`config.mk`:
```
export PLATFORM = sky130hd
export DESIGN_NAME = menu_arrow_ctrl_flat
export DESIGN_NICKNAME = d
export VERILOG_FILES = /design/src/rtl/menu_arrow_if.sv /design/src/rtl/menu_arrow_ctrl.sv /design/src/flat_wrapper.sv
export SDC_FILE = /design/constraint.sdc
export NUM_CORES = 1
export LEC_CHECK = 0
export ABC_AREA = 0
export CORE_MARGIN = 3
export CORE_UTILIZATION = 55
export CTS_CLUSTER_DIAMETER = 30
export DETAILED_ROUTE_END_ITERATION = 6
export PLACE_DENSITY_LB_ADDON = 0.1
export SLEW_MARGIN = 20
export SYNTH_ARGS = -nofsm -noshare
export SYNTH_HDL_FRONTEND = slang
export SYNTH_SLANG_ARGS = --single-unit
```
`constraint.sdc`:
```
create_clock -name clk -period 5.7 [get_ports clk]
set_clock_uncertainty 0.15 [all_clocks]
set_input_delay 0.855 -clock clk [delete_from_list [all_inputs] [get_ports clk]]
set_output_delay 0.855 -clock clk [all_outputs]
set_load 0.005 [all_outputs]
```
`src/rtl/menu_arrow_if.sv`:
```
// Signal bundle between the menu screen logic and the arrow controller.
// The master drives the ticks and buttons; the slave returns the arrow sprite origin and selection.
interface menu_arrow_if #(
    parameter int IDX_W = 2
);
    logic             frame_tick;
    logic             enable;
    logic             btn_up;
    logic             btn_down;
    logic             btn_sel;
    logic [9:0]       arrow_x;
    logic [9:0]       arrow_y;
    logic             arrow_vis;
    logic [IDX_W-1:0] sel_idx;
    logic             sel_valid;

    modport master (
        output frame_tick, enable, btn_up, btn_down, btn_sel,
        input  arrow_x, arrow_y, arrow_vis, sel_idx, sel_valid
    );

    modport slave (
        input  frame_tick, enable, btn_up, btn_down, btn_sel,
        output arrow_x, arrow_y, arrow_vis, sel_idx, sel_valid
    );
endinterface

```
`src/rtl/menu_arrow_ctrl.sv`:
```
// Menu selection arrow: moves, blinks and confirms on frame_tick only, so the sprite never tears.
// state | meaning: IDLE hidden, waiting | BROWSE slow blink, moving | CONFIRM fast blink | DONE shown, frozen
module menu_arrow_ctrl #(
    parameter int N_ITEMS        = 3,
    parameter int IDX_W          = 2,
    parameter int BASE_X         = 312,
    parameter int BASE_Y         = 194,
    parameter int ITEM_PITCH     = 24,
    parameter int BLINK_FRAMES   = 30,
    parameter int CONFIRM_FRAMES = 48
) (
    input  logic        clk,
    input  logic        reset,
    menu_arrow_if.slave bus
);
    typedef enum logic [1:0] {IDLE, BROWSE, CONFIRM, DONE} state_t;

    state_t           state, state_nxt;
    logic [IDX_W-1:0] idx, idx_nxt;
    logic             vis, vis_nxt, valid, valid_nxt;
    logic [5:0]       blink_cnt, blink_nxt, conf_cnt, conf_nxt;
    logic [9:0]       pos_x, pos_y;
    // bit 0 up, bit 1 down, bit 2 select
    logic [2:0]       btn, hist, pend, pend_nxt, req;

    assign btn = {bus.btn_sel, bus.btn_down, bus.btn_up};
    assign req = pend | (btn & ~hist);

    always_ff @(posedge clk) begin
        if (reset) begin
            state     <= IDLE;
            idx       <= '0;
            vis       <= 1'b0;
            valid     <= 1'b0;
            blink_cnt <= '0;
            conf_cnt  <= '0;
            hist      <= '0;
            pend      <= '0;
            pos_x     <= 10'(BASE_X);
            pos_y     <= 10'(BASE_Y);
        end else begin
            state     <= state_nxt;
            idx       <= idx_nxt;
            vis       <= vis_nxt;
            valid     <= valid_nxt;
            blink_cnt <= blink_nxt;
            conf_cnt  <= conf_nxt;
            hist      <= btn;
            pend      <= pend_nxt;
            pos_x     <= 10'(BASE_X);
            pos_y     <= 10'(BASE_Y) + 10'(idx_nxt) * 10'(ITEM_PITCH);
        end
    end

    always_comb begin
        state_nxt = state;
        idx_nxt   = idx;
        vis_nxt   = vis;
        valid_nxt = 1'b0;
        blink_nxt = blink_cnt;
        conf_nxt  = conf_cnt;
        pend_nxt  = '0;
        if (!bus.enable) begin
            // sel_idx deliberately held so the consumer can still read the last choice
            state_nxt = IDLE;
            vis_nxt   = 1'b0;
            blink_nxt = '0;
            conf_nxt  = '0;
        end else begin
            case (state)
                IDLE: begin
                    vis_nxt = 1'b0;
                    if (bus.frame_tick) begin
                        state_nxt = BROWSE;
                        idx_nxt   = '0;
                        vis_nxt   = 1'b1;
                        blink_nxt = '0;
                    end
                end
                BROWSE: begin
                    pend_nxt = req;
                    if (bus.frame_tick) begin
                        pend_nxt = '0;
                        if (req[2]) begin
                            state_nxt = CONFIRM;
                            conf_nxt  = '0;
                            blink_nxt = '0;
                            vis_nxt   = 1'b1;
                        end else if (req[0] ^ req[1]) begin
                            if (req[0])
                                idx_nxt = (idx == '0) ? IDX_W'(N_ITEMS - 1) : idx - IDX_W'(1);
                            else
                                idx_nxt = (idx == IDX_W'(N_ITEMS - 1)) ? '0 : idx + IDX_W'(1);
                            vis_nxt   = 1'b1;
                            blink_nxt = '0;
                        end else if (blink_cnt == 6'(BLINK_FRAMES - 1)) begin
                            blink_nxt = '0;
                            vis_nxt   = ~vis;
                        end else begin
                            blink_nxt = blink_cnt + 6'd1;
                        end
                    end
                end
                CONFIRM: begin
                    if (bus.frame_tick) begin
                        if (conf_cnt == 6'(CONFIRM_FRAMES - 1)) begin
                            state_nxt = DONE;
                            valid_nxt = 1'b1;
                            vis_nxt   = 1'b1;
                            conf_nxt  = '0;
                        end else begin
                            if (conf_cnt[1:0] == 2'd3)
                                vis_nxt = ~vis;
                            conf_nxt = conf_cnt + 6'd1;
                        end
                    end
                end
                DONE: vis_nxt = 1'b1;
                default: state_nxt = IDLE;
            endcase
        end
    end

    assign bus.arrow_x   = pos_x;
    assign bus.arrow_y   = pos_y;
    assign bus.arrow_vis = vis;
    assign bus.sel_idx   = idx;
    assign bus.sel_valid = valid;
endmodule
```
`src/flat_wrapper.sv`:
```
// flat-port wrapper written by rule: the top's interface ports become plain ports
module menu_arrow_ctrl_flat 
#(
    parameter int N_ITEMS        = 3,
    parameter int IDX_W          = 2,
    parameter int BASE_X         = 312,
    parameter int BASE_Y         = 194,
    parameter int ITEM_PITCH     = 24,
    parameter int BLINK_FRAMES   = 30,
    parameter int CONFIRM_FRAMES = 48
)
  (clk, reset, bus_frame_tick, bus_enable, bus_btn_up, bus_btn_down, bus_btn_sel, bus_arrow_x, bus_arrow_y, bus_arrow_vis, bus_sel_idx, bus_sel_valid);
  menu_arrow_if #(.IDX_W(IDX_W)) bus_i ();
  input  logic clk;
  input  logic reset;
  input wire logic [$bits(bus_i.frame_tick)-1:0] bus_frame_tick;
  input wire logic [$bits(bus_i.enable)-1:0] bus_enable;
  input wire logic [$bits(bus_i.btn_up)-1:0] bus_btn_up;
  input wire logic [$bits(bus_i.btn_down)-1:0] bus_btn_down;
  input wire logic [$bits(bus_i.btn_sel)-1:0] bus_btn_sel;
  output wire logic [$bits(bus_i.arrow_x)-1:0] bus_arrow_x;
  output wire logic [$bits(bus_i.arrow_y)-1:0] bus_arrow_y;
  output wire logic [$bits(bus_i.arrow_vis)-1:0] bus_arrow_vis;
  output wire logic [$bits(bus_i.sel_idx)-1:0] bus_sel_idx;
  output wire logic [$bits(bus_i.sel_valid)-1:0] bus_sel_valid;
  assign bus_i.frame_tick = bus_frame_tick;
  assign bus_i.enable = bus_enable;
  assign bus_i.btn_up = bus_btn_up;
  assign bus_i.btn_down = bus_btn_down;
  assign bus_i.btn_sel = bus_btn_sel;
  assign bus_arrow_x = bus_i.arrow_x;
  assign bus_arrow_y = bus_i.arrow_y;
  assign bus_arrow_vis = bus_i.arrow_vis;
  assign bus_sel_idx = bus_i.sel_idx;
  assign bus_sel_valid = bus_i.sel_valid;
  menu_arrow_ctrl #(.N_ITEMS(N_ITEMS), .IDX_W(IDX_W), .BASE_X(BASE_X), .BASE_Y(BASE_Y), .ITEM_PITCH(ITEM_PITCH), .BLINK_FRAMES(BLINK_FRAMES), .CONFIRM_FRAMES(CONFIRM_FRAMES)) u_core (.clk(clk), .reset(reset), .bus(bus_i));
endmodule
```
==> reports/metrics.cfg, run 1 <==
[clocking]
ctsHoldBuffers=0
cts_resized=0
root_buffer=clkbuf_4
path_clk_slew_ns=0.15
post-cts-setup-buffer-count=0
clkSinkCount=28
clk_latency_ns=0.33
tritoncts=built
h-tree-depth=1
cts_buffer_depth=2
cts_buffers=3

[critical_path]
critical_path_required_ns=5.77
cp-end-kind=flip-flop
cp-start-kind=input pin
critPathMaxStageDelay_ns=0.54
regToRegSetupSlack_ns=3.40
r2r_start=u_core.hist[0]
r2r-end=u_core.bus.arrow_y[4]
crit_chain=clkdlybuf4s50_1, nand2b_1, a211o_1, and2_4, or4_4, nand3_1, ha_1, nor2b_1
crit_arrival_ns=2.99
cp_max_fo=6
path_buf_inv=1
rr_worst_depth=7
crit_slowest_cell=or4_4
critPathKind=input pin to flip-flop
cp_top_family=simple AND/OR/NAND/NOR gates

[finish]
antenna_cells=0
fillers=227
area_growth_pct=8.72
finalNonFillerCells=229
drive_gt1_share_pct=3.52
num-nets-final=221

[timing]
hold_viol=0
rsz0062_at_grt=no
fmax_ghz=0.343
layout_min_cycle_time_ns=2.92
setup_violations=0
period_share_pct=51.2
tns_ns=0
drv_slew=0

[routing]
via_per_inst=5.38
drtIter0Drc=32
routedWlPerCell_um=12.5
drt-pass1-iter-count=4
drc=0
finalWirelength_mm=2.86
vias=1231
ant_nets=0

[yosys]
synthFlopType=dfxtp_1
synth-seq-cells=28
yosysSeqAreaShare_pct=34.9
postSynth.asyncResetShare_pct=0
syn_area_per_cell_um2=8.55
synth_cell_types=40
synth_warnings=0
synth_top_area_share_pct=34.9
synth_area_leaders=dfxtp_1 (35%), ha_1 (11%), buf_4 (7.5%)
synth_edf_count=0
synth_common_cells=dfxtp_1 (28), nor2_1 (17), buf_4 (16), ha_1 (14), nand2_1 (14)
yosys.area.top_type=dfxtp_1
synthCells=188
synthMostInstantiatedCell=dfxtp_1
synth_area_um2=1610

[placement]
hpwl_mm=2.33
gp_congestion=0.815
dp.cells=225
place.port_buffers=16

[power]
p_per_area_nw_per_um2=193
ir_drop_uv=180
total_power_uw=338
p_leak_nw=0.693

[global_route]
grt_pass1_vias=1194
antenna_found_initial=0
grt_pass1_wl_mm=4.98
grt_max_degree=16
grt_usage_pct=17.7
grt_overflow=0

[min_path]
min_to=u_core.pend[1]
hold_depth=2
hold_class=flip-flop to flip-flop
hp-start=u_core.pend[1]

[floorplanning]
dieArea_um2=3610
start_util_pct=61.0
num_rows=18
die_y_um=60.1
fp.coreArea_um2=2640
pin_count=31
die_w_um=60.1

[job]
maxCapViolations=0

[outcome]
status=complete, no violations

final cells by class:
class                           instances  area (um2)  area share (%)
Clock buffer                            4        36.3            2.08
Inverter                                9        33.8            1.93
Multi-Input combinational cell        142         920            52.6
Sequential cell                        28         561            32.1
Tap cell                               30        37.5            2.15
Timing Repair Buffer                   16         160            9.16
tightest hold or removal path, delay by kind of cell, from the launching register on:
| family | cells | cell delay, ns |
|---|---|---|
| flip-flops | 1 | 0.35 |
| AND/OR/NAND/NOR | 2 | 0.15 |
cell families after synthesis:
logic type,Yosys count,share of synthesized area (%)
other cells,2,0.467
compound gates,33,14.5
simple gates,71,23.0
flops,28,34.9
mux,2,1.25
fa+ha+maj,14,10.9
xor+xnor,8,4.36
buf+inv,30,10.7
routing by layer:
metal | routed length (um) | up-vias | global-route usage [%]
li1 | - | 634 | -
met1 | 1250 | 558 | 21.6
met2 | 1430 | 35 | 30.4
met3 | 156 | 4 | 5.18
met4 | 26 | 0 | 4.43
met5 | 0 | - | 0
flip-flops by register name, indices dropped and copies added, names as in the netlist, named ones only:
| signal | flops |
|---|---|
| u_core.pend | 3 |
| u_core.blink_cnt | 6 |
| u_core.state | 2 |
| u_core.bus.arrow_vis | 1 |
| u_core.hist | 3 |
| u_core.bus.arrow_y | 4 |
| u_core.bus.sel_valid | 1 |
| u_core.conf_cnt | 6 |
placed cells by master, fill, tap and decap left out, drive strengths merged, types with 6 or more instances in the layout:
master,netlist,routed
clkdlybuf4s50,0,16
conb,2,14
dfxtp,28,28
ha,14,14
inv,9,9
nand2,14,14
nor2,17,17
nor2b,11,11
nor3,6,6
xor2,6,6
stage by stage:
step	util, %	cell area, um2	setup WS (ns)	hold slack (ns)
detailed placement	65.0	1710	2.42	0.361
finish	66.3	1750	2.78	0.376
CTS	66.3	1750	2.79	0.381
global placement	65.0	1710	2.48	0.343
floorplan	-	1650	2.97	0.322
global route	66.3	1750	2.70	0.406
power by group:
group	switching, mW	internal, mW
combinational	0.0246	0.0168
clock	0.0564	0.0391
sequential	0.00218	0.199
total	0.0831	0.255
worst max path at each step:
| stage | from | to | slack, ns | depth (start not counted) |
|---|---|---|---|---|
| floorplan | bus_btn_down | u_core.bus.arrow_y[4] | 2.97 | 7 |
| global placement | bus_btn_up | u_core.bus.arrow_y[4] | 2.48 | 8 |
| detailed placement | bus_btn_up | u_core.bus.arrow_y[4] | 2.42 | 8 |
| CTS | bus_btn_up | u_core.bus.arrow_y[4] | 2.79 | 8 |
| global route | bus_btn_up | u_core.bus.arrow_y[4] | 2.70 | 8 |
| finish | bus_btn_up | u_core.bus.arrow_y[4] | 2.78 | 8 |
(Power assumes the default switching activity.)
==> inputs of run 2 (changes only) <==
- CORE_UTILIZATION: 55 -> 46
- clock period: 5.7 -> 2.4 ns (I/O delays scaled with it)
==> run 2 against run 1 <==
Combinational power increased to 2.9 times the previous value. Critical path depth unchanged. Hold slack about the same. Global-route usage decreased by 2.6 points. Clock-buffer cell count decreased by 1. Register-to-register slack got worse by 3.2 ns. Cell count increased by 12%. Wire length increased by 6.4%. Die area increased by 18%. Worst setup slack got worse by 2.7 ns. Critical endpoint is now u_core.bus.arrow_y[5].
==> reports/metrics.cfg, run 2 (synthesis gave the netlist of run 1 again) <==
[outcome]
status=complete, no violations

[routing]
routedWlPerCell_um=11.8  ; -5.2%
drc=0  ; unchanged
drt-pass1-iter-count=4  ; unchanged
vias=1307  ; +6.2%
finalWirelength_mm=3.04  ; +6.4%
ant_nets=0  ; unchanged
via_per_inst=5.09  ; -5.4%
drtIter0Drc=48  ; +50%

[min_path]
hold_class=flip-flop to flip-flop

[placement]
gp_congestion=0.841  ; +3.2%
hpwl_mm=2.37  ; +2.1%
dp_slack_ns=-0.318  ; -2.74 ns
place.port_buffers=16  ; unchanged

[timing]
drv_slew=0  ; unchanged
slew-limit-headroom_pct=62.4
worst_pin_slew_ns=0.564
rsz0062_at_grt=no
hold_viol=0  ; unchanged
setup_violations=0  ; unchanged
fmax_ghz=0.427
tns_ns=0  ; unchanged
setup_ws_ns=0.0576  ; -2.72 ns
period_share_pct=97.6
layout_min_cycle_time_ns=2.34

[critical_path]
crit_top_cell=nor2b_1
cp_max_fo=4  ; -2
cp-start-kind=input pin
crit_chain=clkdlybuf4s50_1, nor2b_1, a211o_1, and2_4, or4_4, and3_1, ha_1, nor2b_1
critical_path_required_ns=2.48  ; -3.29 ns
cp-end-kind=flip-flop
critPathKind=input pin to flip-flop
crit_slowest_cell=or4_4
regToRegSetupSlack_ns=0.16  ; -3.24 ns
path_buf_inv=1  ; unchanged
critPathMaxStageDelay_ns=0.55  ; about the same
cp_top_family=simple AND/OR/NAND/NOR gates
crit_arrival_ns=2.42  ; -0.57 ns

[global_route]
grt_usage_pct=15.1  ; -2.6 points
grt_overflow=0  ; unchanged
antenna_found_initial=0  ; unchanged
grt_max_degree=15  ; -1
grt_pass1_wl_mm=5.21  ; +4.6%
grt_pass1_vias=1192  ; -0.17%

[floorplanning]
num_rows=20  ; +2
die_w_um=65.1  ; +8.4%
start_util_pct=50.2  ; -11 points
fp.coreArea_um2=3200  ; +22%
die_y_um=65.1  ; +8.4%
dieArea_um2=4240  ; +18%
pin_count=31  ; unchanged

[clocking]
clk_latency_ns=0.31  ; -0.02 ns
cts_buffer_depth=2  ; unchanged
tritoncts=built
path_clk_slew_ns=0.14  ; about the same
cts_buffers=3  ; unchanged
h-tree-depth=1  ; unchanged
clkSinkCount=28  ; unchanged
ctsHoldBuffers=0  ; unchanged
root_buffer=clkbuf_4

[finish]
antenna_cells=0  ; unchanged
final_util_pct=58.5  ; -7.8 points
num-nets-final=236  ; +6.8%
drive_gt1_share_pct=10.8  ; +7.3 points
layout_commonest_cell=dfxtp_1
area_growth_pct=16.6
layout_common_cells=dfxtp_1 (28), nor2_1 (17), clkdlybuf4s50_1 (16)

[power]
ir_drop_uv=261  ; +45%
p_per_area_nw_per_um2=419  ; +120%
total_power_uw=785  ; +130%
p_leak_nw=0.773  ; +12%

[job]
maxCapViolations=0  ; unchanged

==> run 2: cell types whose count changed in the layout (fill, tap and decap cells not counted) <==
cell      before  now
nand3_2        0    2
buf_4          0   15
clkbuf_8       1    0
nand3_1        4    2
==> run 2: what timing repair did <==
action | in CTS | in global routing
buffers inserted | 0 | 0
gates resized for setup | 0 | 2
endpoints found under the setup margin | 0 | 2
==> run 2: routing by layer <==
layer | vias up | routed length [um] | track usage [%]
li1 | 668 | - | -
met1 | 610 | 1530 | 21.7
met2 | 27 | 1350 | 23.8
met3 | 2 | 144 | 2.56
met4 | 0 | 14 | 3.63
met5 | - | 0 | 0
==> run 2: power by group <==
| group | leakage, nW | internal (mW) | switching (mW) | total, mW |
|---|---|---|---|---|
| Combinational | 0.533 | 0.0572 | 0.0648 | 0.122 |
| Clock | 0.0138 | 0.0587 | 0.127 | 0.186 |
| Sequential | 0.227 | 0.472 | 0.00539 | 0.477 |
| Total | 0.773 | 0.588 | 0.197 | 0.785 |
==> run 2: worst paths after layout <==
kind,start,to,cells after the start
worst max-delay path,bus_btn_down,u_core.bus.arrow_y[5],8
worst min-delay path,u_core.conf_cnt[5],u_core.conf_cnt[5],2
worst max register to register,u_core.state[1],u_core.bus.arrow_y[8],10
worst min register to register,u_core.conf_cnt[5],u_core.conf_cnt[5],2
==> run 2: area by class of cell <==
type / instances / area [um2]
fill: 313 / 1330
timing repair buffer: 31 / 273
tap: 44 / 55.1
clock buffer: 3 / 22.5
multi-input combinational: 142 / 930
inverter: 9 / 33.8
sequential: 28 / 561
==> run 2: worst reg2reg max path: stages, from the launching register on <==
cell	delay (ns)
dfxtp_1	0.37
inv_1	0.11
ha_1	0.37
inv_1	0.22
o21ai_0	0.19
nand2_1	0.09
nand2_1	0.12
nand3_2	0.09
buf_4	0.15
ha_1	0.17
nor2b_1	0.12
==> run 2: per-stage QoR <==
step                      cells  instance area (um2)  hold slack [ns]
after global routing        257                 1870            0.426
final                       257                 1870            0.376
after global placement      254                 1840            0.339
after detailed placement    254                 1840            0.344
after CTS                   257                 1860            0.372
after floorplan             200                 1650            0.322
==> inputs of run 3 (changes only) <==
- CORE_MARGIN: 3 -> 2
- CTS_CLUSTER_DIAMETER: 30 -> 120
==> run 3 against run 2 <==
Combinational power about the same. Sequential power about the same. Register-to-register slack improved by 0.03 ns. Power increased by 6.6%. Clock power increased by 26%. First-iteration DRC count increased by 10%. Worst setup slack improved by 0.020 ns. Cell count increased by 1.2%. Critical endpoint unchanged.
==> reports/metrics.cfg, run 3 (synthesis gave the netlist of run 1 again) <==
[finish]
layout_common_cells=dfxtp_1 (28), nor2_1 (17), clkdlybuf4s50_1 (16)
finalNonFillerCells=260  ; +1.2%
antenna_cells=0  ; unchanged
drive_gt1_share_pct=11.7  ; +0.88 points
num-nets-final=236  ; unchanged
layout_commonest_cell=dfxtp_1
area_growth_pct=17.7

[critical_path]
path_buf_inv=1  ; unchanged
r2r_start=u_core.pend[0]
cp_top_family=simple AND/OR/NAND/NOR gates
critical_path_required_ns=2.51  ; +0.03 ns
cp_max_fo=4  ; unchanged
crit_slowest_cell=or4_4
critPathKind=input pin to flip-flop
crit_top_cell=nor2b_1
critPathMaxStageDelay_ns=0.55  ; about the same
crit_arrival_ns=2.43  ; about the same
cp-end-kind=flip-flop
crit_chain=clkdlybuf4s50_1, nor2b_1, a211o_1, and2_4, or4_4, and3_1, ha_1, nor2b_1
cp-start-kind=input pin
startpoint=bus_btn_down

[power]
total_power_uw=837  ; +6.6%
power_frac_seq_pct=57.1  ; -3.7 points
p_sw_share_pct=25.5  ; +0.37 points
power_frac_comb_pct=14.8  ; -0.8 points
p_leak_nw=0.778  ; +0.65%
clockPowerShare_pct=28.1  ; +4.5 points
ir_drop_uv=218  ; -16%
p_per_area_nw_per_um2=442  ; +5.6%
power.internal_uw=624  ; +6.1%
p_sw_uw=213  ; +8.2%

[clocking]
h-tree-depth=1  ; unchanged
path_clk_slew_ns=0.15  ; about the same
cts_buffers=3  ; unchanged
root_buffer=clkbuf_4
ctsHoldBuffers=0  ; unchanged
cts_buffer_depth=2  ; unchanged
clkSinkCount=28  ; unchanged
clk_latency_ns=0.34  ; +0.03 ns
tritoncts=built

[routing]
ant_nets=0  ; unchanged
drc=0  ; unchanged
finalWirelength_mm=3.18  ; +4.5%
vias=1305  ; -0.15%
routedWlPerCell_um=12.2  ; +3.3%
via_per_inst=5.02  ; -1.3%
drt-pass1-iter-count=4  ; unchanged
drtIter0Drc=53  ; +10%

[timing]
rsz0062_at_grt=no
period_share_pct=96.8  ; -0.84 points
slew-limit-headroom_pct=62.0  ; -0.44 points
drv_slew=0  ; unchanged
worst_pin_slew_ns=0.571  ; +0.00659 ns
layout_min_cycle_time_ns=2.32  ; -0.0203 ns
hold_viol=0  ; unchanged
setup_violations=0  ; unchanged
fmax_ghz=0.431  ; +0.87%

[floorplanning]
num_rows=21  ; +5.0%
fp.coreArea_um2=3340  ; +4.2%
die_w_um=63.1  ; -3.1%
start_util_pct=48.2  ; -2.0 points
pin_count=31  ; unchanged
dieArea_um2=3980  ; -6.0%
die_y_um=63.1  ; -3.1%

[outcome]
status=complete, no violations

[global_route]
grt_use_met3_pct=2.86  ; +0.29 points
antenna_found_initial=0  ; unchanged
grt_max_degree=16  ; +1
grt_pass1_wl_mm=5.49  ; +5.4%
grt_overflow=0  ; unchanged
grt_busiest_layer=met2
grt_usage_pct=16.9  ; +1.7 points
grt_pass1_vias=1241  ; +4.1%
use_met1_pct=20.8  ; -0.94 points
grtUsageMet2_pct=29.9  ; +6.2 points

[min_path]
hold_class=flip-flop to flip-flop
hp-start=u_core.pend[1]

[placement]
hpwl_mm=2.48  ; +4.6%
place.port_buffers=16  ; unchanged
dp.cells=256  ; +0.79%
gp_congestion=0.821  ; -2.4%

[job]
maxCapViolations=0  ; unchanged

[run 3: cell count changes in the layout (fill, tap and decap cells not counted)]
cell      previous run  this run
ha_2                 0         1
ha_1                14        13
clkbuf_8             0         1
[run 3: worst reg2reg max path: cells and delay by family, from the launching register on]
kind	cells	cell delay (ns)
compound gates	1	0.30
fa+ha+maj	1	0.19
buf+inv	1	0.07
flops	1	0.39
simple gates	4	1.04
[run 3: path summary, 6_finish.rpt]
kind | endpoint | slack (ns) | depth (start not counted)
max | u_core.bus.arrow_y[5] | 0.08 | 8
max reg2reg | u_core.bus.arrow_y[5] | 0.19 | 7
min reg2reg | u_core.pend[1] | 0.37 | 2
min | u_core.pend[1] | 0.37 | 2
[run 3: final cells by class]
class | count | area (um2)
clock buffer | 4 | 36.3
fill | 312 | 1440
inverter | 9 | 33.8
multi-input combinational | 142 | 932
sequential | 28 | 561
tap | 46 | 57.6
timing repair buffer | 31 | 273
[run 3: metrics by stage]
stage | instance area [um2] | setup slack [ns] | setup TNS [ns] | hold WS [ns] | util, %
finish | 1890 | 0.0779 | 0 | 0.374 | 56.7
global route | 1890 | 0.00516 | 0 | 0.412 | 56.7
CTS | 1880 | 0.0392 | 0 | 0.378 | 56.4
detailed placement | 1840 | -0.331 | -1.11 | 0.347 | 55.3
global placement | 1840 | -0.274 | -0.870 | 0.342 | 55.3
floorplan | 1650 | 0.167 | 0 | 0.322 | -
[run 3: power by group through the flow]
stage | sequential, mW | clock [mW] | combinational, mW
detailed placement | 0.488 | 0 | 0.123
floorplan | 0.486 | 0 | 0.0866
global route | 0.479 | 0.265 | 0.139
finish | 0.477 | 0.235 | 0.124
CTS | 0.478 | 0.245 | 0.124
global placement | 0.487 | 0 | 0.120
[run 3: repair_timing]
item,4_1_cts,5_1_grt
setup endpoints to repair,0,4
gates resized for setup,0,3
buffers inserted,0,0
[run 3: layer usage]
metal | vias to the layer above | part of all wire (%)
li1 | 669 | -
met2 | 26 | 49
met3 | 5 | 3.9
met1 | 605 | 46
met4 | 0 | 1.3
met5 | - | 0
